### config.mk
export PLATFORM = sky130hd
export DESIGN_NAME = riscv_zero_imem_loader_flat
export DESIGN_NICKNAME = d
export VERILOG_FILES = /design/src/rtl/riscv_zero_imem_loader_pkg.sv /design/src/rtl/riscv_zero_imem_loader_if.sv /design/src/rtl/riscv_zero_imem_loader_word_assembler.sv /design/src/rtl/riscv_zero_imem_loader.sv /design/src/flat_wrapper.sv
export SDC_FILE = /design/constraint.sdc
export NUM_CORES = 1
export LEC_CHECK = 0
export CORE_MARGIN = 3
export CORE_UTILIZATION = 40
export CTS_CLUSTER_SIZE = 40
export DETAILED_ROUTE_END_ITERATION = 7
export GPL_ROUTABILITY_DRIVEN = 0
export PLACE_DENSITY = 0.72
export SKIP_CTS_REPAIR_TIMING = 1
export SYNTH_ARGS = -nofsm -noshare
export SYNTH_HDL_FRONTEND = slang
export SYNTH_SLANG_ARGS = --single-unit
### constraint.sdc
create_clock -name clk -period 2.4 [get_ports clk]
set_input_delay 0.6 -clock clk [delete_from_list [all_inputs] [get_ports clk]]
set_output_delay 0.6 -clock clk [all_outputs]
set_load 0.05 [all_outputs]
### src/rtl/riscv_zero_imem_loader_pkg.sv
// Shared types and constants for the instruction-RAM program loader.
package riscv_zero_imem_loader_pkg;

   localparam int XLEN           = 32;
   localparam int BYTES_PER_WORD = 4;

   typedef logic [XLEN-1:0] word_t;

   typedef enum logic [2:0] {
      S_IDLE  = 3'd0,
      S_LEN   = 3'd1,
      S_DATA  = 3'd2,
      S_WRITE = 3'd3,
      S_DONE  = 3'd4,
      S_ERR   = 3'd5
   } state_t;

   // A length header is usable when it is non-zero and fits in the RAM.
   function automatic logic len_ok(input word_t n, input int unsigned max_words);
      return (n != '0) && (n <= word_t'(max_words));
   endfunction

endpackage

### src/rtl/riscv_zero_imem_loader_if.sv
// Byte-stream input and RAM write port of the loader, bundled as one bus.
interface riscv_zero_imem_loader_if;
   import riscv_zero_imem_loader_pkg::*;

   logic       byte_valid;
   logic [7:0] byte_data;
   logic       byte_ready;
   logic       mem_we;
   word_t      mem_addr;
   word_t      mem_wdata;

   // The loader consumes the stream and drives the RAM port.
   modport master (
      input  byte_valid, byte_data,
      output byte_ready, mem_we, mem_addr, mem_wdata
   );

   // The environment sources bytes and observes the RAM port.
   modport slave (
      output byte_valid, byte_data,
      input  byte_ready, mem_we, mem_addr, mem_wdata
   );

endinterface

### src/rtl/riscv_zero_imem_loader_word_assembler.sv
// Packs accepted stream bytes into little-endian 32-bit words.
// Used for both the length header and the data words.
module riscv_zero_word_assembler
   import riscv_zero_imem_loader_pkg::*;
(
   input  logic       clk,
   input  logic       reset,
   input  logic       clear,
   input  logic       accept,
   input  logic [7:0] byte_in,
   output logic       word_valid,
   output word_t      word
);

   logic [1:0]      byte_cnt;
   logic [XLEN-9:0] lower;    // the three earlier bytes of the current word

   // Count accepted bytes and shift each one in from the top, so byte 0 ends at bits [7:0].
   always_ff @(posedge clk or negedge reset) begin
      // NOTE: registers take <= so every flop samples pre-edge values regardless of statement order.
      if (!reset) begin
         byte_cnt <= '0;
         lower    <= '0;
      end else if (clear) begin
         byte_cnt <= '0;
         lower    <= '0;
      end else if (accept) begin
         byte_cnt <= byte_cnt + 2'd1;
         lower    <= {byte_in, lower[XLEN-9:8]};
      end
   end

   // The completed word is available combinationally in the cycle its last byte is accepted.
   assign word       = {byte_in, lower};
   assign word_valid = accept && (byte_cnt == 2'(BYTES_PER_WORD - 1));

endmodule

### src/rtl/riscv_zero_imem_loader.sv
// Program loader: length-prefixed byte stream -> instruction RAM writes.
// Keeps the core held in reset until the whole image has been written.
module riscv_zero_imem_loader
   import riscv_zero_imem_loader_pkg::*;
#(
   parameter word_t       BASE_ADDR = 32'h0,
   parameter int unsigned MEM_WORDS = 1024
) (
   input  logic                      clk,
   input  logic                      reset,
   input  logic                      start,
   riscv_zero_imem_loader_if.master  bus,
   output logic                      core_hold,
   output logic                      done,
   output logic                      error,
   output word_t                     words_loaded
);

   state_t state, state_nxt;
   word_t  n_words;
   word_t  word;
   logic   word_valid;
   logic   accept;

   assign accept = bus.byte_valid && bus.byte_ready;

   riscv_zero_word_assembler u_assembler (
      .clk        (clk),
      .reset      (reset),
      .clear      (start),
      .accept     (accept),
      .byte_in    (bus.byte_data),
      .word_valid (word_valid),
      .word       (word)
   );

   // State register.
   always_ff @(posedge clk or negedge reset) begin
      if (!reset) state <= S_IDLE;
      else        state <= state_nxt;
   end

   // Next-state logic; start re-arms the loader from any state.
   always_comb begin
      // NOTE: default first so every path assigns state_nxt and no latch is inferred.
      state_nxt = state;
      if (start) begin
         state_nxt = S_LEN;
      end else begin
         case (state)
            S_LEN:   if (word_valid) state_nxt = len_ok(word, MEM_WORDS) ? S_DATA : S_ERR;
            S_DATA:  if (word_valid) state_nxt = S_WRITE;
            S_WRITE: state_nxt = (words_loaded + 32'd1 == n_words) ? S_DONE : S_DATA;
            default: state_nxt = state;
         endcase
      end
   end

   // Outputs decoded from state; start suppresses byte intake and drops a pending write.
   always_comb begin
      bus.byte_ready = 1'b0;
      bus.mem_we     = 1'b0;
      core_hold      = 1'b1;
      done           = 1'b0;
      error          = 1'b0;
      case (state)
         S_LEN, S_DATA: bus.byte_ready = !start;
         S_WRITE:       bus.mem_we     = !start;
         S_DONE: begin
            core_hold = 1'b0;
            done      = 1'b1;
         end
         S_ERR:         error = 1'b1;
         default:       ;
      endcase
   end

   // Length, progress count and RAM address/data registers.
   always_ff @(posedge clk or negedge reset) begin
      if (!reset) begin
         n_words       <= '0;
         words_loaded  <= '0;
         bus.mem_addr  <= BASE_ADDR;
         bus.mem_wdata <= '0;
      end else if (start) begin
         n_words      <= '0;
         words_loaded <= '0;
      end else begin
         if (state == S_LEN && word_valid) n_words <= word;
         if (state == S_DATA && word_valid) begin
            bus.mem_wdata <= word;
            bus.mem_addr  <= BASE_ADDR + (words_loaded << 2);
         end
         if (state == S_WRITE) words_loaded <= words_loaded + 32'd1;
      end
   end

endmodule

### src/flat_wrapper.sv
// flat-port wrapper written by rule: the top's interface ports become plain ports
module riscv_zero_imem_loader_flat import riscv_zero_imem_loader_pkg::*;
#(
   parameter word_t       BASE_ADDR = 32'h0,
   parameter int unsigned MEM_WORDS = 1024
)
  (clk, reset, start, core_hold, done, error, words_loaded, bus_byte_valid, bus_byte_data, bus_byte_ready, bus_mem_we, bus_mem_addr, bus_mem_wdata);
  riscv_zero_imem_loader_if bus_i ();
  input  logic clk;
  input  logic reset;
  input  logic start;
  output logic core_hold;
  output logic done;
  output logic error;
  output word_t words_loaded;
  input wire logic [$bits(bus_i.byte_valid)-1:0] bus_byte_valid;
  input wire logic [$bits(bus_i.byte_data)-1:0] bus_byte_data;
  output wire logic [$bits(bus_i.byte_ready)-1:0] bus_byte_ready;
  output wire logic [$bits(bus_i.mem_we)-1:0] bus_mem_we;
  output wire logic [$bits(bus_i.mem_addr)-1:0] bus_mem_addr;
  output wire logic [$bits(bus_i.mem_wdata)-1:0] bus_mem_wdata;
  assign bus_i.byte_valid = bus_byte_valid;
  assign bus_i.byte_data = bus_byte_data;
  assign bus_byte_ready = bus_i.byte_ready;
  assign bus_mem_we = bus_i.mem_we;
  assign bus_mem_addr = bus_i.mem_addr;
  assign bus_mem_wdata = bus_i.mem_wdata;
  riscv_zero_imem_loader #(.BASE_ADDR(BASE_ADDR), .MEM_WORDS(MEM_WORDS)) u_core (.clk(clk), .reset(reset), .start(start), .bus(bus_i), .core_hold(core_hold), .done(done), .error(error), .words_loaded(words_loaded));
endmodule
==> results of run 1 <==
-- cell usage after synthesis, drive strengths merged (2+ instances only) --
cell type / number / area, um^2
or3: 12 / 76.33
nand3b: 35 / 262.8
nor2: 45 / 168.9
inv: 7 / 26.28
nor3b: 3 / 22.52
dfrtp: 155 / 3879
or4: 3 / 22.52
nand2b: 2 / 12.51
nor3: 17 / 85.08
a31oi: 3 / 18.77
nor4: 15 / 121.4
nand2: 148 / 565.6
ha: 2 / 25.02
a211oi: 2 / 15.01
a21oi: 38 / 190.2
buf: 27 / 141.4
xor2: 28 / 245.2
clkbuf: 27 / 101.4
o21ai: 17 / 85.08
o211ai: 2 / 15.01
nor4b: 2 / 23.77
mux2: 62 / 698.2
nand3: 19 / 112.6
and2: 4 / 25.02
and3: 5 / 32.53
o2111ai: 2 / 17.52
nand4: 18 / 125.1
nor2b: 3 / 18.77
xnor2: 40 / 350.3
and4: 2 / 17.52
o22ai: 3 / 18.77
-- final cells by class --
class	instances	area, um^2	area share [%]
Tap cell	234	292.8	2.780
Sequential cell	155	3906	37.09
Inverter	7	26.28	0.2495
Clock buffer	23	508.0	4.823
Timing Repair Buffer	210	2012	19.10
Clock inverter	8	107.6	1.022
Multi-Input combinational cell	551	3680	34.94
-- per-layer routing --
| metal | global-route usage (%) | share of wire (%) | up-vias |
|---|---|---|---|
| li1 | - | - | 2986 |
| met1 | 27.47 | 46 | 3117 |
| met2 | 30.31 | 48 | 210 |
| met3 | 3.373 | 4.3 | 37 |
| met4 | 7.511 | 2.5 | 0 |
| met5 | 0 | 0 | - |
-- final timing paths --
path / startpoint / endpoint / slack [ps] / cells past startpoint
worst max-delay path: u_core.words_loaded[0] / u_core.state[1] / -150 / 10
worst min-delay path: reset / u_core.bus.mem_addr[26] / 70 / 1
worst max register to register: u_core.words_loaded[0] / u_core.state[1] / -150 / 10
worst min register to register: u_core.u_assembler.byte_cnt[0] / u_core.u_assembler.byte_cnt[0] / 500 / 1
max in group asynchronous: reset / u_core.words_loaded[7] / 1640 / 2
min in group clk: u_core.u_assembler.byte_cnt[0] / u_core.u_assembler.byte_cnt[0] / 500 / 1
-- state kept, by name, summed over array words and instances, names as in the netlist --
| register | flops |
|---|---|
| u_core.words_loaded | 32 |
| u_core.state | 3 |
| u_core.bus.mem_addr | 30 |
| u_core.u_assembler.byte_cnt | 2 |
| u_core.n_words | 32 |
| u_core.bus.mem_wdata | 32 |
| u_core.u_assembler.lower | 24 |
-- worst max-delay path, stage by stage, from the launching register on --
cell      delay (ps)
dfrtp_2          380
buf_8            100
nand4_1          130
nor4_4           430
buf_4            190
nand4_1          150
o21bai_4         210
a211oi_2         260
nand3_2          130
nor4_4           340
o21ai_1          110
-- metrics by stage --
stage,TNS [ps],std cells,hold slack (ps),power (mW),utilization (%)
detailed placement,-1634,1154,494.1,2.947,52.11
global route,-508.0,1188,85.50,5.857,56.12
finish,-274.5,1188,69.40,5.669,56.12
global placement,-383.2,1154,488.0,2.945,52.11
floorplan,-2779,767,304.4,2.792,-
CTS,-547.1,1185,67.63,5.731,55.39
-- power by group through the flow --
stage | clock network (mW) | registers [mW] | logic [mW]
global route | 2.93 | 2.66 | 0.260
floorplan | 0 | 2.70 | 0.0929
CTS | 2.83 | 2.66 | 0.238
global placement | 0 | 2.71 | 0.234
detailed placement | 0 | 2.71 | 0.236
finish | 2.77 | 2.66 | 0.234
-- cell families after synthesis --
family / count (synthesis) / share of synthesized area, %
AOI/OAI and AO/OA: 80 / 6.196
xor gates and xnor gates: 68 / 7.761
adders and majority gates: 2 / 0.3261
buffers and inverters: 61 / 3.506
DFF: 155 / 50.55
muxes: 63 / 9.229
other: 1 / 0.04887
and+or+nand+nor: 336 / 22.39
==> impl_metrics.csv, run 1 <==
group,metric,value,unit
global_routing,antenna_found_initial,0,
placed_design,placed_cell_area,0.009779,mm^2
cts,clk_path_buf_depth,2,
global_routing,overflow,0,
drt,drtIter0Drc,497,
drt,first_pass_iters,6,
die,die_width,144.5,um
synthesis,synth_area,0.007674,mm^2
worst_hold_path,hold_class,"input pin to async pin",
placed_design,portBuffers,110,
die,die_h,144.5,um
synthesis,ys_ff_latch,155,
worst_setup_path,required,2710,ps
cts,numClockSinks,155,
cts,clk_latency,430,ps
finish,drive_gt1_share,27.25,%
synthesis,synth_flop_cell,"dfrtp_1",
worst_setup_path,worstPathMaxFanout,5,
outcome,status,"finished, violations left",
timing,fin_ws,-151.3,ps
finish,stdcell_area,0.01053,mm^2
drt,wl,20230,um
finish,final_common_cell,"nand2_1",
cts,cts_buffers,17,
timing,tightest_slew,573.5,ps
synthesis,syn_area_per_cell,10.02,um^2
finish,layout_common_cells,"nand2_1, dfrtp_1, buf_4",
timing,slew_violations,0,
pwr,p_comb_share,4.1,%
pwr,peakVddDrop,483.1,uV
finish,fillCellCount,1607,
drt,viasPerCell,5.345,
die,start_util,40.89,%
die,pin_count,113,
timing,fmax,392.0,MHz
drt,drc,0,
timing,setup_viol,2,
synthesis,ys_types,62,
drt,wire_per_inst,17.03,um
outcome,violations,"negative setup slack",
die,fp.dieArea,0.02088,mm^2
pwr,pwr-share-seq,47.0,%
cts,path_clk_slew,60,ps
global_routing,grt_pass1_vias,6031,
worst_setup_path,arrival,2860,ps
finish,layout.nets,956,
drt,detail-route-antenna-nets,0,
finish,antennaDiodeCount,0,
global_routing,grt_max_degree,62,
global_routing,grt_usage,19.55,%
die,fp-row-count,50,
cts,cts_tree,"done",
synthesis,seq_area_frac_synth,50.55,%
timing,period_share,106.3,%
placed_design,pre_cts_slack,-218.3,ps
placed_design,hpwl,14240,um
finish,syn_to_final_growth,37.26,%
pwr,p_sw,1.254,mW
worst_setup_path,worstSetupPathType,"flip-flop to flip-flop",
die,coreArea,0.01877,mm^2
pwr,power.internal,4.415,mW
cts,htreeDepth,4,
pwr,p_clk_share,48.9,%
timing,slew_headroom,61.77,%
worst_setup_path,worstSetupStartpointType,"flip-flop",
pwr,power_density,538.2,mW/mm^2
global_routing,grt_pass1_wl,31930,um
drt,num_vias,6350,
synthesis,synthCells,766,
pwr,sw_frac_of_total,22.12,%
flow_run,drv_cap,0,
cts,cts-root-buf,"clkbuf_16",
timing,hold_viol,0,
timing,fin_crit,2551,ps
synthesis,yosys_warnings,0,
synthesis,async_flop_share,100.0,%
worst_setup_path,end_kind,"flip-flop",
synthesis,synth_edf_count,0,
timing,rsz0062_at_grt,"yes",
timing,clock_skew,7.996,ps
pwr,power.leakage,5.092,nW
Note: power is estimated with default switching activity, not from simulation.
==> run 2: changes to the inputs <==
CAP_MARGIN = 20   (was unset)
CTS_BUF_LIST = sky130_fd_sc_hd__clkbuf_16   (was unset)
==> impl_metrics.csv, run 2 (synthesis gave the netlist of run 1 again) <==
group,metric,value,unit
drt,wire_per_inst,17.00,um
die,start_util,40.89,%
drt,num_vias,6386,
global_routing,grt_use_met3,3.340,%
global_routing,overflow,0,
cts,htreeDepth,4,
finish,fillCellCount,1607,
placed_design,placed_cell_area,0.009779,mm^2
global_routing,grt_usage,19.45,%
drt,drtIter0Drc,490,
finish,syn_to_final_growth,36.80,%
die,die_width,144.5,um
drt,wl,20230,um
timing,fin_crit,2527,ps
finish,antennaDiodeCount,0,
timing,fin_ws,-126.7,ps
global_routing,grt_max_degree,62,
global_routing,top_usage_layer,"met2",
drt,detail-route-antenna-nets,0,
worst_setup_path,crit_start,"u_core.words_loaded[8]",
global_routing,grt_pass1_vias,5988,
timing,slew_headroom,62.10,%
die,pin_count,113,
worst_setup_path,required,2770,ps
pwr,peakVddDrop,471.0,uV
cts,clk_path_buf_depth,2,
global_routing,grt_pass1_wl,31830,um
flow_run,drv_cap,0,
finish,seqCellArea,0.003906,mm^2
timing,fmax,395.8,MHz
finish,fin_util,55.93,%
drt,drc,0,
drt,first_pass_iters,5,
worst_setup_path,worstSetupStartpointType,"flip-flop",
global_routing,antenna_found_initial,0,
placed_design,pre_cts_slack,-218.3,ps
cts,cts_tree,"done",
global_routing,grtUsageMet1,27.54,%
die,die_h,144.5,um
global_routing,grt_use_met2,29.92,%
outcome,violations,"negative setup slack",
cts,clk_latency,430,ps
finish,reg_top3,"u_core.bus.mem_wdata x32, u_core.n_words x32, u_core.words_loaded x32",
worst_setup_path,worstPathMaxFanout,4,
die,fp.dieArea,0.02088,mm^2
placed_design,portBuffers,110,
finish,multi_input_area,0.003674,mm^2
worst_setup_path,worstRegToRegCells,9,
timing,rsz0062_at_grt,"yes",
finish,layout_common_cells,"nand2_1, dfrtp_1, buf_4",
cts,numClockSinks,155,
outcome,status,"finished, violations left",
worst_setup_path,r2r_slack,-130,ps
worst_hold_path,hold_class,"input pin to async pin",
timing,tightest_slew,568.5,ps
finish,drive_gt1_share,26.36,%
die,coreArea,0.01877,mm^2
finish,layout.nets,958,
finish,final_common_cell,"nand2_1",
timing,period_share,105.3,%
die,fp-row-count,50,
timing,setup_viol,2,
cts,cts-root-buf,"clkbuf_16",
finish,stdcell_area,0.01050,mm^2
cts,cts_buffers,17,
timing,hold_viol,0,
worst_setup_path,arrival,2900,ps
worst_setup_path,r2r_start,"u_core.words_loaded[8]",
worst_setup_path,end_kind,"flip-flop",
pwr,power_density,521.2,mW/mm^2
worst_setup_path,worstSetupPathType,"flip-flop to flip-flop",
timing,clock_skew,10.08,ps
worst_setup_path,r2r-end,"u_core.state[2]",
drt,viasPerCell,5.366,
placed_design,hpwl,14240,um
timing,slew_violations,0,
worst_setup_path,endpoint,"u_core.state[2]",
pwr,power.leakage,5.073,nW
cts,path_clk_slew,60,ps
run 2: cell count changes in the layout (fill, tap and decap cells not counted), sizes merged:
cell	previous run	this run
buf	109	111
clkinv	4	10
clkbuf	23	17
run 2: cell type report:
class / instances / area share [%]
Sequential cell: 155 / 37.21
Clock buffer: 17 / 4.052
Clock inverter: 14 / 1.240
Tap cell: 234 / 2.789
Inverter: 7 / 0.2503
Timing Repair Buffer: 212 / 19.46
Multi-Input combinational cell: 551 / 34.99
run 2: metal layers:
metal  up-vias  share of wire [%]
met3        44                4.7
met4         0                2.7
met1      3119                 45
li1       2990                  -
met2       233                 47
met5         -                  0
run 2: how the worst min path moves through the flow:
stage                              from                  endpoint  slack [ps]  cells past startpoint
2_1_floorplan                     reset   u_core.bus.mem_addr[10]         300                      0
3_3_place_gp    u_core.bus.mem_addr[13]   u_core.bus.mem_addr[13]         490                      1
3_5_place_dp   u_core.bus.mem_wdata[26]  u_core.bus.mem_wdata[26]         490                      1
4_1_cts                           reset   u_core.bus.mem_addr[23]          70                      1
5_1_grt                           reset   u_core.bus.mem_addr[27]          90                      1
6_report                          reset   u_core.bus.mem_addr[27]          60                      1
run 2: report_power, final:
group / total [mW] / internal, mW / switching (mW)
clock: 2.57 / 1.51 / 1.07
sequential: 2.66 / 2.63 / 0.0322
combinational: 0.234 / 0.0844 / 0.149
total: 5.47 / 4.22 / 1.25
run 2: through the flow:
stage          hold slack (ps)  total power, mW  cells  TNS (ps)
2_1_floorplan            304.4            2.792    767     -2779
3_3_place_gp             488.0            2.945   1154    -383.2
3_5_place_dp             494.1            2.947   1154     -1634
4_1_cts                  68.65            5.530   1185    -548.9
5_1_grt                  86.23            5.659   1190    -336.5
6_report                 63.84            5.472   1190    -243.8
run 2: worst max-delay path, cell delays in order (launching register included):
cell and delay (ps):
dfrtp_2 420, buf_4 150, xnor2_1 320, xnor2_1 120, o32ai_1 280, a31oi_1 210
a211oi_1 260, nand3_1 170, nor4_4 380, o31a_1 170
